[src/rtl/div_ctrl.sv]
// div_ctrl: sequences one request at a time through an external sequential
// subtract-shift divider.
//
// Divide-by-zero and the signed MIN / -1 overflow case never reach the
// divider; their results are produced directly. Every other request runs the
// divider until it reports completion, or until TIMEOUT RUN cycles have
// passed. A timeout returns all-ones results with the error flag set.
//
// Ports
//   clk, rst_n                     clock, asynchronous active-low reset
//   in_valid / in_ready            request handshake
//   in_sign                        1 = signed two's-complement division
//   in_dividend, in_divisor        request operands
//   out_valid / out_ready          result handshake
//   out_quotient, out_remainder    result
//   out_dbz, out_err               divide-by-zero / timeout flags
//   div_en, div_sign               divider enable and sign mode
//   div_dividend, div_divisor      registered operands driven to the divider
//   div_done                       divider finished (level, while div_en=1)
//   div_quotient, div_remainder    divider results
module div_ctrl #(
    parameter int DATA_W  = 32,
    parameter int TIMEOUT = DATA_W + 8
) (
    input  logic              clk,
    input  logic              rst_n,
    input  logic              in_valid,
    output logic              in_ready,
    input  logic              in_sign,
    input  logic [DATA_W-1:0] in_dividend,
    input  logic [DATA_W-1:0] in_divisor,
    output logic              out_valid,
    input  logic              out_ready,
    output logic [DATA_W-1:0] out_quotient,
    output logic [DATA_W-1:0] out_remainder,
    output logic              out_dbz,
    output logic              out_err,
    output logic              div_en,
    output logic              div_sign,
    output logic [DATA_W-1:0] div_dividend,
    output logic [DATA_W-1:0] div_divisor,
    input  logic              div_done,
    input  logic [DATA_W-1:0] div_quotient,
    input  logic [DATA_W-1:0] div_remainder
);

    localparam int CNT_W = $clog2(TIMEOUT + 1);
    localparam logic [DATA_W-1:0] MIN_NEG  = {1'b1, {(DATA_W-1){1'b0}}};
    localparam logic [DATA_W-1:0] ALL_ONES = {DATA_W{1'b1}};

    typedef enum logic [1:0] {
        IDLE = 2'd0,
        RUN  = 2'd1,
        DONE = 2'd2
    } state_t;

    state_t           state;
    state_t           state_nx;
    logic [CNT_W-1:0] cnt;
    logic             accept;
    logic             is_dbz;
    logic             is_ovf;
    logic             bypass;
    logic             timeout_hit;
    logic             run_done;
    logic             run_timeout;

    assign accept = in_valid && (state == IDLE);
    assign is_dbz = (in_divisor == '0);
    // Signed MIN / -1 overflows the quotient, so it is answered here.
    assign is_ovf = in_sign && (in_dividend == MIN_NEG) && (in_divisor == ALL_ONES);
    assign bypass = is_dbz || is_ovf;

    // cnt holds the number of completed RUN cycles; the edge that would make
    // it TIMEOUT ends the wait, so RUN lasts at most TIMEOUT cycles.
    assign timeout_hit = (cnt == CNT_W'(TIMEOUT - 1));
    // A finishing divider wins over a simultaneous timeout.
    assign run_done    = (state == RUN) && div_done;
    assign run_timeout = (state == RUN) && !div_done && timeout_hit;

    // State register
    always_ff @(posedge clk or negedge rst_n) begin
        if (!rst_n) begin
            state <= IDLE;
        end else begin
            state <= state_nx;
        end
    end

    // Next-state logic
    always_comb begin
        state_nx = state;
        case (state)
            IDLE: begin
                if (in_valid) begin
                    state_nx = bypass ? DONE : RUN;
                end
            end
            RUN: begin
                if (div_done || timeout_hit) begin
                    state_nx = DONE;
                end
            end
            DONE: begin
                if (out_ready) begin
                    state_nx = IDLE;
                end
            end
            default: state_nx = IDLE;
        endcase
    end

    // Output decode; div_en follows the registered state, so it rises the
    // cycle after accept and drops on the edge that leaves RUN.
    always_comb begin
        in_ready  = 1'b0;
        out_valid = 1'b0;
        div_en    = 1'b0;
        case (state)
            IDLE:    in_ready  = 1'b1;
            RUN:     div_en    = 1'b1;
            DONE:    out_valid = 1'b1;
            default: ;
        endcase
    end

    // RUN cycle counter, restarted on every accept
    always_ff @(posedge clk or negedge rst_n) begin
        if (!rst_n) begin
            cnt <= '0;
        end else if (accept) begin
            cnt <= '0;
        end else if (state == RUN) begin
            cnt <= cnt + CNT_W'(1);
        end
    end

    // Registered operands, held for the divider until the next accept
    always_ff @(posedge clk or negedge rst_n) begin
        if (!rst_n) begin
            div_sign     <= 1'b0;
            div_dividend <= '0;
            div_divisor  <= '0;
        end else if (accept) begin
            div_sign     <= in_sign;
            div_dividend <= in_dividend;
            div_divisor  <= in_divisor;
        end
    end

    // Result capture; values persist after DONE until the next capture
    always_ff @(posedge clk or negedge rst_n) begin
        if (!rst_n) begin
            out_quotient  <= '0;
            out_remainder <= '0;
            out_dbz       <= 1'b0;
            out_err       <= 1'b0;
        end else if (accept && is_dbz) begin
            out_quotient  <= ALL_ONES;
            out_remainder <= in_dividend;
            out_dbz       <= 1'b1;
            out_err       <= 1'b0;
        end else if (accept && is_ovf) begin
            out_quotient  <= MIN_NEG;
            out_remainder <= '0;
            out_dbz       <= 1'b0;
            out_err       <= 1'b0;
        end else if (run_done) begin
            out_quotient  <= div_quotient;
            out_remainder <= div_remainder;
            out_dbz       <= 1'b0;
            out_err       <= 1'b0;
        end else if (run_timeout) begin
            out_quotient  <= ALL_ONES;
            out_remainder <= ALL_ONES;
            out_dbz       <= 1'b0;
            out_err       <= 1'b1;
        end
    end

endmodule

[config.mk]
export PLATFORM = sky130hd
export DESIGN_NAME = div_ctrl
export DESIGN_NICKNAME = d
export VERILOG_FILES = /design/src/rtl/div_ctrl.sv
export SDC_FILE = /design/constraint.sdc
export NUM_CORES = 1
export LEC_CHECK = 0
export BUFFER_PORTS_ARGS = -buffer_cell sky130_fd_sc_hd__buf_2
export CAP_MARGIN = 20
export CORE_AREA = 2 2 125 127
export DETAILED_ROUTE_END_ITERATION = 12
export DIE_AREA = 0 0 127 129
export MAX_ROUTING_LAYER = met4
export PLACE_DENSITY = 0.69
export SYNTH_ARGS = -nofsm -noshare
export SYNTH_HDL_FRONTEND = slang
export SYNTH_SLANG_ARGS = --single-unit
[constraint.sdc]
create_clock -name clk -period 2.68 [get_ports clk]
set_input_delay 0.536 -clock clk [delete_from_list [all_inputs] [get_ports clk]]
set_output_delay 0.536 -clock clk [all_outputs]
set_load 0.05 [all_outputs]
==> metrics.txt, run 1 <==
synthesized cell area=5910 um^2; post-route setup TNS=0 ns; number of I/O port buffers=267; site row count=45; Via Count=5,715; Vias/cell=5.17; horizontal extent of the die=127 um; final worst path period need=2.24 ns; family of cells with the greatest summed delay on the critical path=buffers and inverters; drc violations=0; Leak Pwr=0.00403 uW; Top Metal Used=met4; Clock Pin Slew Worst Setup and Hold Paths=0.05 ns; Syn Area/Cell=9.08 um^2; wire length of the first global-routing pass=29.5 mm; flip-flop and latch count after synthesis=139; vias in the first global route=5,619; final number of setup-violating endpoints=0; Post-synth EDFFs=0; total routing usage reported by global routing=23.8%; CP required=2.14 ns; Starting Density=39.5%; H-tree levels=4; buffer levels on the longest clock path=2; total global routing overflow=0; count of cells resized by post-cts repair=0; half-perimeter wire length of the detailed placement result=13.3 mm; crit path kind=flop to primary output; share of the yosys chip area belonging to registers=58.8%; final worst slack=0.444 ns; fill cell total of the finished layout=1,454; Pre-antenna DRT Iters=4; Post-CTS Setup Bufs=0; number of max-slew violations in the final report=0; Core Footprint=15,000 um^2; worst clock skew=0.00730 ns; count of distinct cell types in the synthesized netlist=35; worst path cell trace=nand2b_1 -> clkinv_1 -> buf_4 -> buf_2; achievable clock frequency=447 MHz; max_cap viols=0; pin count of the biggest net entering global routing=75; unrepaired setup endpoints after global routing=false; cell count after placement=1,073; CTS sink count=139; crit end category=primary output; Slew HR=48.6%; Top Ports=268; final cell count without fillers=1,106; wirelength, routed=18.8 mm; Die Area=16,400 um^2; warnings from Yosys=0; layout cell share with drive strength beyond 1=34.8%; DRC violation total after the first TritonRoute iteration=375; Final Hold Vio Count=0; area overhead of the layout relative to synthesis=36.4%; master cell of the clock root buffer=clkbuf_16; CTS Hold Bufs=0; FFs w/ async S/R, synth=100%; CTS tree=yes; detail-routed net length per standard cell=17.0 um; nets=1,039; worst-case setup slack after placement=0.118 ns; share of the cycle needed by the critical path after routing=83.4%; synthesized instance count=651; buffering stage count on the worst path with inverters included=3; initial antenna violation count=0; Cell Pwr Density=1560 nW/um^2; overall die height=129 um; worst endpoint data arrival time=1.70 ns; detailed route wirelength on metal3=1.06 mm; sum of routed wire segments on met1=8.17 mm; type of the tightest min-delay check=input port to asynchronous set/reset pin; number of CTS-inserted buffers=17; Max VDD drop=653 uV; worst slew pin tran=0.771 ns; top_reg_cell synth=dfrtp_1; outcome=complete, no violations; cell with the largest stage delay on the worst path=dfrtp_1; routed length on met2=9.18 mm; DRT antenna net count=0; stage delay of the slowest cell on the critical path=0.35 ns; clock insertion delay at the later pin of the skew report=0.42 ns; GPL Wtd Cong=0.896; peak fanout along the critical path=8; post-synth net total=786; crit path launch type=flop
==> metrics by stage <==
stage	utilization (%)	instance area (um^2)	hold slack (ns)	total power [uW]
global route	53.8	8060	0.0775	13200
detailed placement	49.7	7440	0.457	10200
floorplan	-	5910	0.240	8420
CTS	53.8	8060	0.0698	12700
global placement	49.7	7440	0.452	10100
finish	53.8	8060	0.0527	12600
==> cells in the final DEF (no fill, tap or decap), types with 2 or more instances in the layout <==
master | Yosys | routed
buf_12 | 0 | 4
buf_2 | 6 | 266
buf_4 | 1 | 11
bufinv_16 | 0 | 3
clkbuf_1 | 28 | 2
clkbuf_16 | 0 | 17
clkbuf_8 | 0 | 4
clkinv_2 | 0 | 2
dfrtp_1 | 139 | 139
inv_6 | 0 | 2
nand2_1 | 235 | 233
nand2_2 | 0 | 2
nand3_1 | 3 | 3
nand4_1 | 12 | 12
nor2_1 | 39 | 38
nor2b_1 | 2 | 2
nor3_1 | 64 | 64
nor4_1 | 12 | 12
nor4b_1 | 3 | 3
o21ai_0 | 11 | 11
o22ai_1 | 32 | 32
o31ai_1 | 32 | 32
or4_1 | 2 | 2
==> cell usage after synthesis (2+ instances only) <==
cell        n  area (um^2)
o22ai_1    32          200
dfrtp_1   139         3480
nor2_1     39          146
nor3_1     64          320
or4_1       2         15.0
clkbuf_1   28          105
nor4b_1     3         26.3
and3_1      2         12.5
buf_6       4         45.0
buf_1       8         30.0
nand3_1     3         15.0
nand2_1   235          882
nor2b_1     2         12.5
nand4_1    12         75.1
o31ai_1    32          240
o21ai_0    11         55.1
nor4_1     12         75.1
buf_2       6         30.0
==> layer usage <==
layer | GRT usage [%] | vias up
met1 | 30.1 | 2745
met5 | - | -
met3 | 5.49 | 32
met4 | 9.05 | 0
li1 | - | 2732
met2 | 37.6 | 206
==> sequential cells by signal, summed over array words and instances, names as in the netlist <==
register	count
state	2
div_divisor	32
div_sign	1
out_err	1
div_dividend	32
cnt	6
out_dbz	1
out_remainder	32
out_quotient	32
==> kinds of logic after synthesis <==
| kind of cell | count (synthesis) | share of synthesized area [%] |
|---|---|---|
| AOI/OAI and AO/OA | 80 | 9.02 |
| adders and majority gates | 1 | 0.212 |
| buffers and inverters | 49 | 4.00 |
| DFF | 139 | 58.8 |
| and+or+nand+nor | 382 | 27.9 |
==> worst register-to-register path, stage by stage, from the launching register on <==
cell,delay [ns]
dfrtp_1,0.38
nor2_1,0.26
and2_2,0.20
buf_4,0.62
nor2_1,0.19
o21ai_0,0.22
o21ai_0,0.11
==> report_power, final <==
group | total (uW) | switching, uW | leakage, uW | internal, uW
sequential | 3590 | 516 | 0.00163 | 3070
clock | 2450 | 884 | 0.000304 | 1570
combinational | 6540 | 5100 | 0.00209 | 1440
==> area by class of cell <==
| class | count | area (um^2) | area share [%] |
|---|---|---|---|
| antenna | 1 | 2.50 | 0.0310 |
| clock buffer | 23 | 488 | 6.05 |
| clock inverter | 9 | 134 | 1.66 |
| inverter | 1 | 3.75 | 0.0465 |
| multi-input combinational | 463 | 2220 | 27.5 |
| sequential | 139 | 3480 | 43.1 |
| tap | 188 | 235 | 2.92 |
| timing repair buffer | 282 | 1510 | 18.7 |
==> worst paths after layout <==
path	start	endpoint	slack, ns	depth (start not counted)
worst max-delay path	state[1]	div_en	0.44	4
worst min-delay path	rst_n	div_dividend[4]	0.05	1
worst max register to register	state[1]	cnt[3]	0.58	6
worst min register to register	div_divisor[19]	div_divisor[19]	0.47	2
max in group asynchronous	rst_n	div_divisor[14]	1.93	2
min in group clk	in_sign	div_sign	0.32	3
Power figures use the tool's default switching activity.
==> run 2, diff against run 1 <==
- PLACE_DENSITY: 0.69 -> 0.72
- clock period: 2.68 -> 2.03 ns (I/O delays scaled with it)
==> run 2 against run 1 <==
Die area unchanged. Sequential power up 33%. Combinational power grew 34%. Hold slack better by 0.17 ns. Critical path type is now input port to flop. Global-route usage is 0.13 points lower. Clock skew about the same. Utilization up 2.6 points. Register-to-register slack worse by 0.48 ns. Count of clock-buffer cells in the layout fell by 1. First-iteration DRC count increased by 3.2%. Largest power group unchanged.
==> metrics.txt, run 2 (synthesis results as in run 1) <==
Critical Path Sink=out_remainder[14] (was div_en); total routing usage reported by global routing=23.7% (was 23.8%); Leak Pwr=0.00426 uW (was 0.00403 uW); Vias/cell=5.09 (was 5.17); wire length of the first global-routing pass=29.4 mm (was 29.5 mm); buffer levels on the longest clock path=2 (unchanged); share of total power consumed by net switching=51.9% (was 51.7%); Cell Pwr Density=1950 nW/um^2 (was 1560 nW/um^2); total global routing overflow=0 (unchanged); Antenna Cells=0 (was 1); GPL Wtd Cong=0.889 (was 0.896); CTS tree=yes (unchanged); relative contribution of sequential cells to total power=28.9% (was 28.5%); worst-case setup slack after placement=-0.381 ns (was 0.118 ns); unrepaired setup endpoints after global routing=false (unchanged); overall die height=129 um (unchanged); worst endpoint data arrival time=2.25 ns (was 1.70 ns); minimum hold slack=0.222 ns (was 0.0527 ns); outcome=complete, no violations (unchanged); slack of the worst reg-to-reg path=0.10 ns (was 0.58 ns); Pre-antenna DRT Iters=4 (unchanged); clock insertion delay at the later pin of the skew report=0.41 ns (was 0.42 ns); DRC violation total after the first TritonRoute iteration=387 (was 375); area overhead of the layout relative to synthesis=43.1% (was 36.4%); reg-to-reg critical path endpoint=out_remainder[14] (was cnt[3]); worst clock skew=0.00728 ns (was 0.00730 ns); H-tree levels=4 (unchanged); Die Area=16,400 um^2 (unchanged); CP required=2.31 ns (was 2.14 ns); site row count=45 (unchanged); final cell count without fillers=1,152 (was 1,106); R2R Path Start=cnt[0] (was state[1]); Starting Density=39.5% (unchanged); Max VDD drop=1050 uV (was 653 uV); first element of the critical path=in_dividend[20] (was state[1]); crit end category=flop (was primary output); peak fanout along the critical path=39 (was 8); crit path launch type=input port (was flop); most common cell after layout, fill and taps aside=buf_2 (unchanged); initial antenna violation count=0 (unchanged); CTS sink count=139 (unchanged); final worst path period need=1.97 ns; share of the cycle needed by the critical path after routing=96.9%; half-perimeter wire length of the detailed placement result=13.5 mm (was 13.3 mm); Slew HR=51.2% (was 48.6%); Core Footprint=15,000 um^2 (unchanged); leading cell types in the layout, fill and taps excluded=buf_2 (266), nand2_1 (233), dfrtp_1 (139) (unchanged); DRT antenna net count=0 (unchanged); layout cell share with drive strength beyond 1=38.3% (was 34.8%); nets=1,088 (was 1,039); final number of setup-violating endpoints=0 (unchanged); internal portion of total power=7920 uW (was 6080 uW); Final Hold Vio Count=0 (unchanged); clock network fraction of total power=18.0% (was 19.5%); horizontal extent of the die=127 um (unchanged); achievable clock frequency=508 MHz; final core area utilization=56.5% (was 53.8%); Top Ports=268 (unchanged); number of I/O port buffers=267 (unchanged); vias in the first global route=5,691 (was 5,619); pin count of the biggest net entering global routing=68 (was 75); total chip power=16,500 uW (was 12,600 uW); cell count after placement=1,119 (was 1,073); number of max-slew violations in the final report=0 (unchanged); Hold Path Cell Cnt=3; type of the tightest min-delay check=input port to flop (was input port to asynchronous set/reset pin); crit path kind=input port to flop (was flop to primary output); drc violations=0 (unchanged); max_cap viols=0 (unchanged); worst slew pin tran=0.732 ns (was 0.771 ns); master cell of the clock root buffer=clkbuf_16 (unchanged); final worst slack=0.0622 ns (was 0.444 ns); net switching power figure=8570 uW (was 6500 uW); number of CTS-inserted buffers=17 (unchanged); wirelength, routed=19.1 mm (was 18.8 mm); detail-routed net length per standard cell=16.6 um (was 17.0 um); Via Count=5,859 (was 5,715); Clock Pin Slew Worst Setup and Hold Paths=0.06 ns (was 0.05 ns); combinational group share of total power=53.1% (was 52.0%); worst reg-to-reg path cell count=7 (was 6)
-- run 2: how the worst min path moves through the flow --
stage | end | from | slack, ns
6_report | div_divisor[22] | in_divisor[22] | 0.22
2_1_floorplan | cnt[0] | rst_n | 0.11
4_1_cts | div_divisor[16] | in_divisor[16] | 0.20
3_5_place_dp | div_divisor[7] | rst_n | 0.34
5_1_grt | div_divisor[20] | in_divisor[20] | 0.23
3_3_place_gp | div_dividend[25] | rst_n | 0.34
-- run 2: cell type report --
type                            instances  area, um^2
Fill cell                            1379        6520
Clock buffer                           22         464
Multi-Input combinational cell        463        2240
Tap cell                              188         235
Clock inverter                          8        95.1
Inverter                                1        5.00
Sequential cell                       139        3480
Timing Repair Buffer                  331        1940
-- run 2: critical path, stage by stage --
cell and delay [ns]:
buf_2 0.11, nor4_1 0.49, buf_4 0.19, nand4_1 0.12
nor4_2 0.28, and3_2 0.30, buf_12 0.22, o31ai_1 0.12
-- run 2: timing repair --
item                       in CTS  in global routing
setup buffers                   0                  1
setup endpoints to repair       0                 33
resized for setup               0                  3
hold buffers                    1                  0
hold endpoints to repair       35                  0
-- run 2: routing by layer --
layer	part of all wire (%)	wire length (um)	track usage, %	vias to the layer above
met5	0	0	-	-
met4	2.4	461	8.86	0
met3	6.0	1140	5.57	36
met2	47	9000	36.6	235
met1	44	8490	30.7	2755
li1	-	-	-	2833
-- run 2: stage by stage --
step                      TNS (ns)  cell area, um^2
final                            0             8460
after global placement      -23.99             7840
after CTS                        0             8410
after global routing             0             8460
after floorplan                  0             5920
after detailed placement    -22.85             7840
-- run 2: power groups by stage --
stage	clock network, uW	registers (uW)	logic, uW
2_1_floorplan	0	9070	2070
3_3_place_gp	0	4750	8610
3_5_place_dp	0	4780	8740
4_1_cts	3040	4760	8740
5_1_grt	3180	4920	9260
6_report	2970	4760	8760
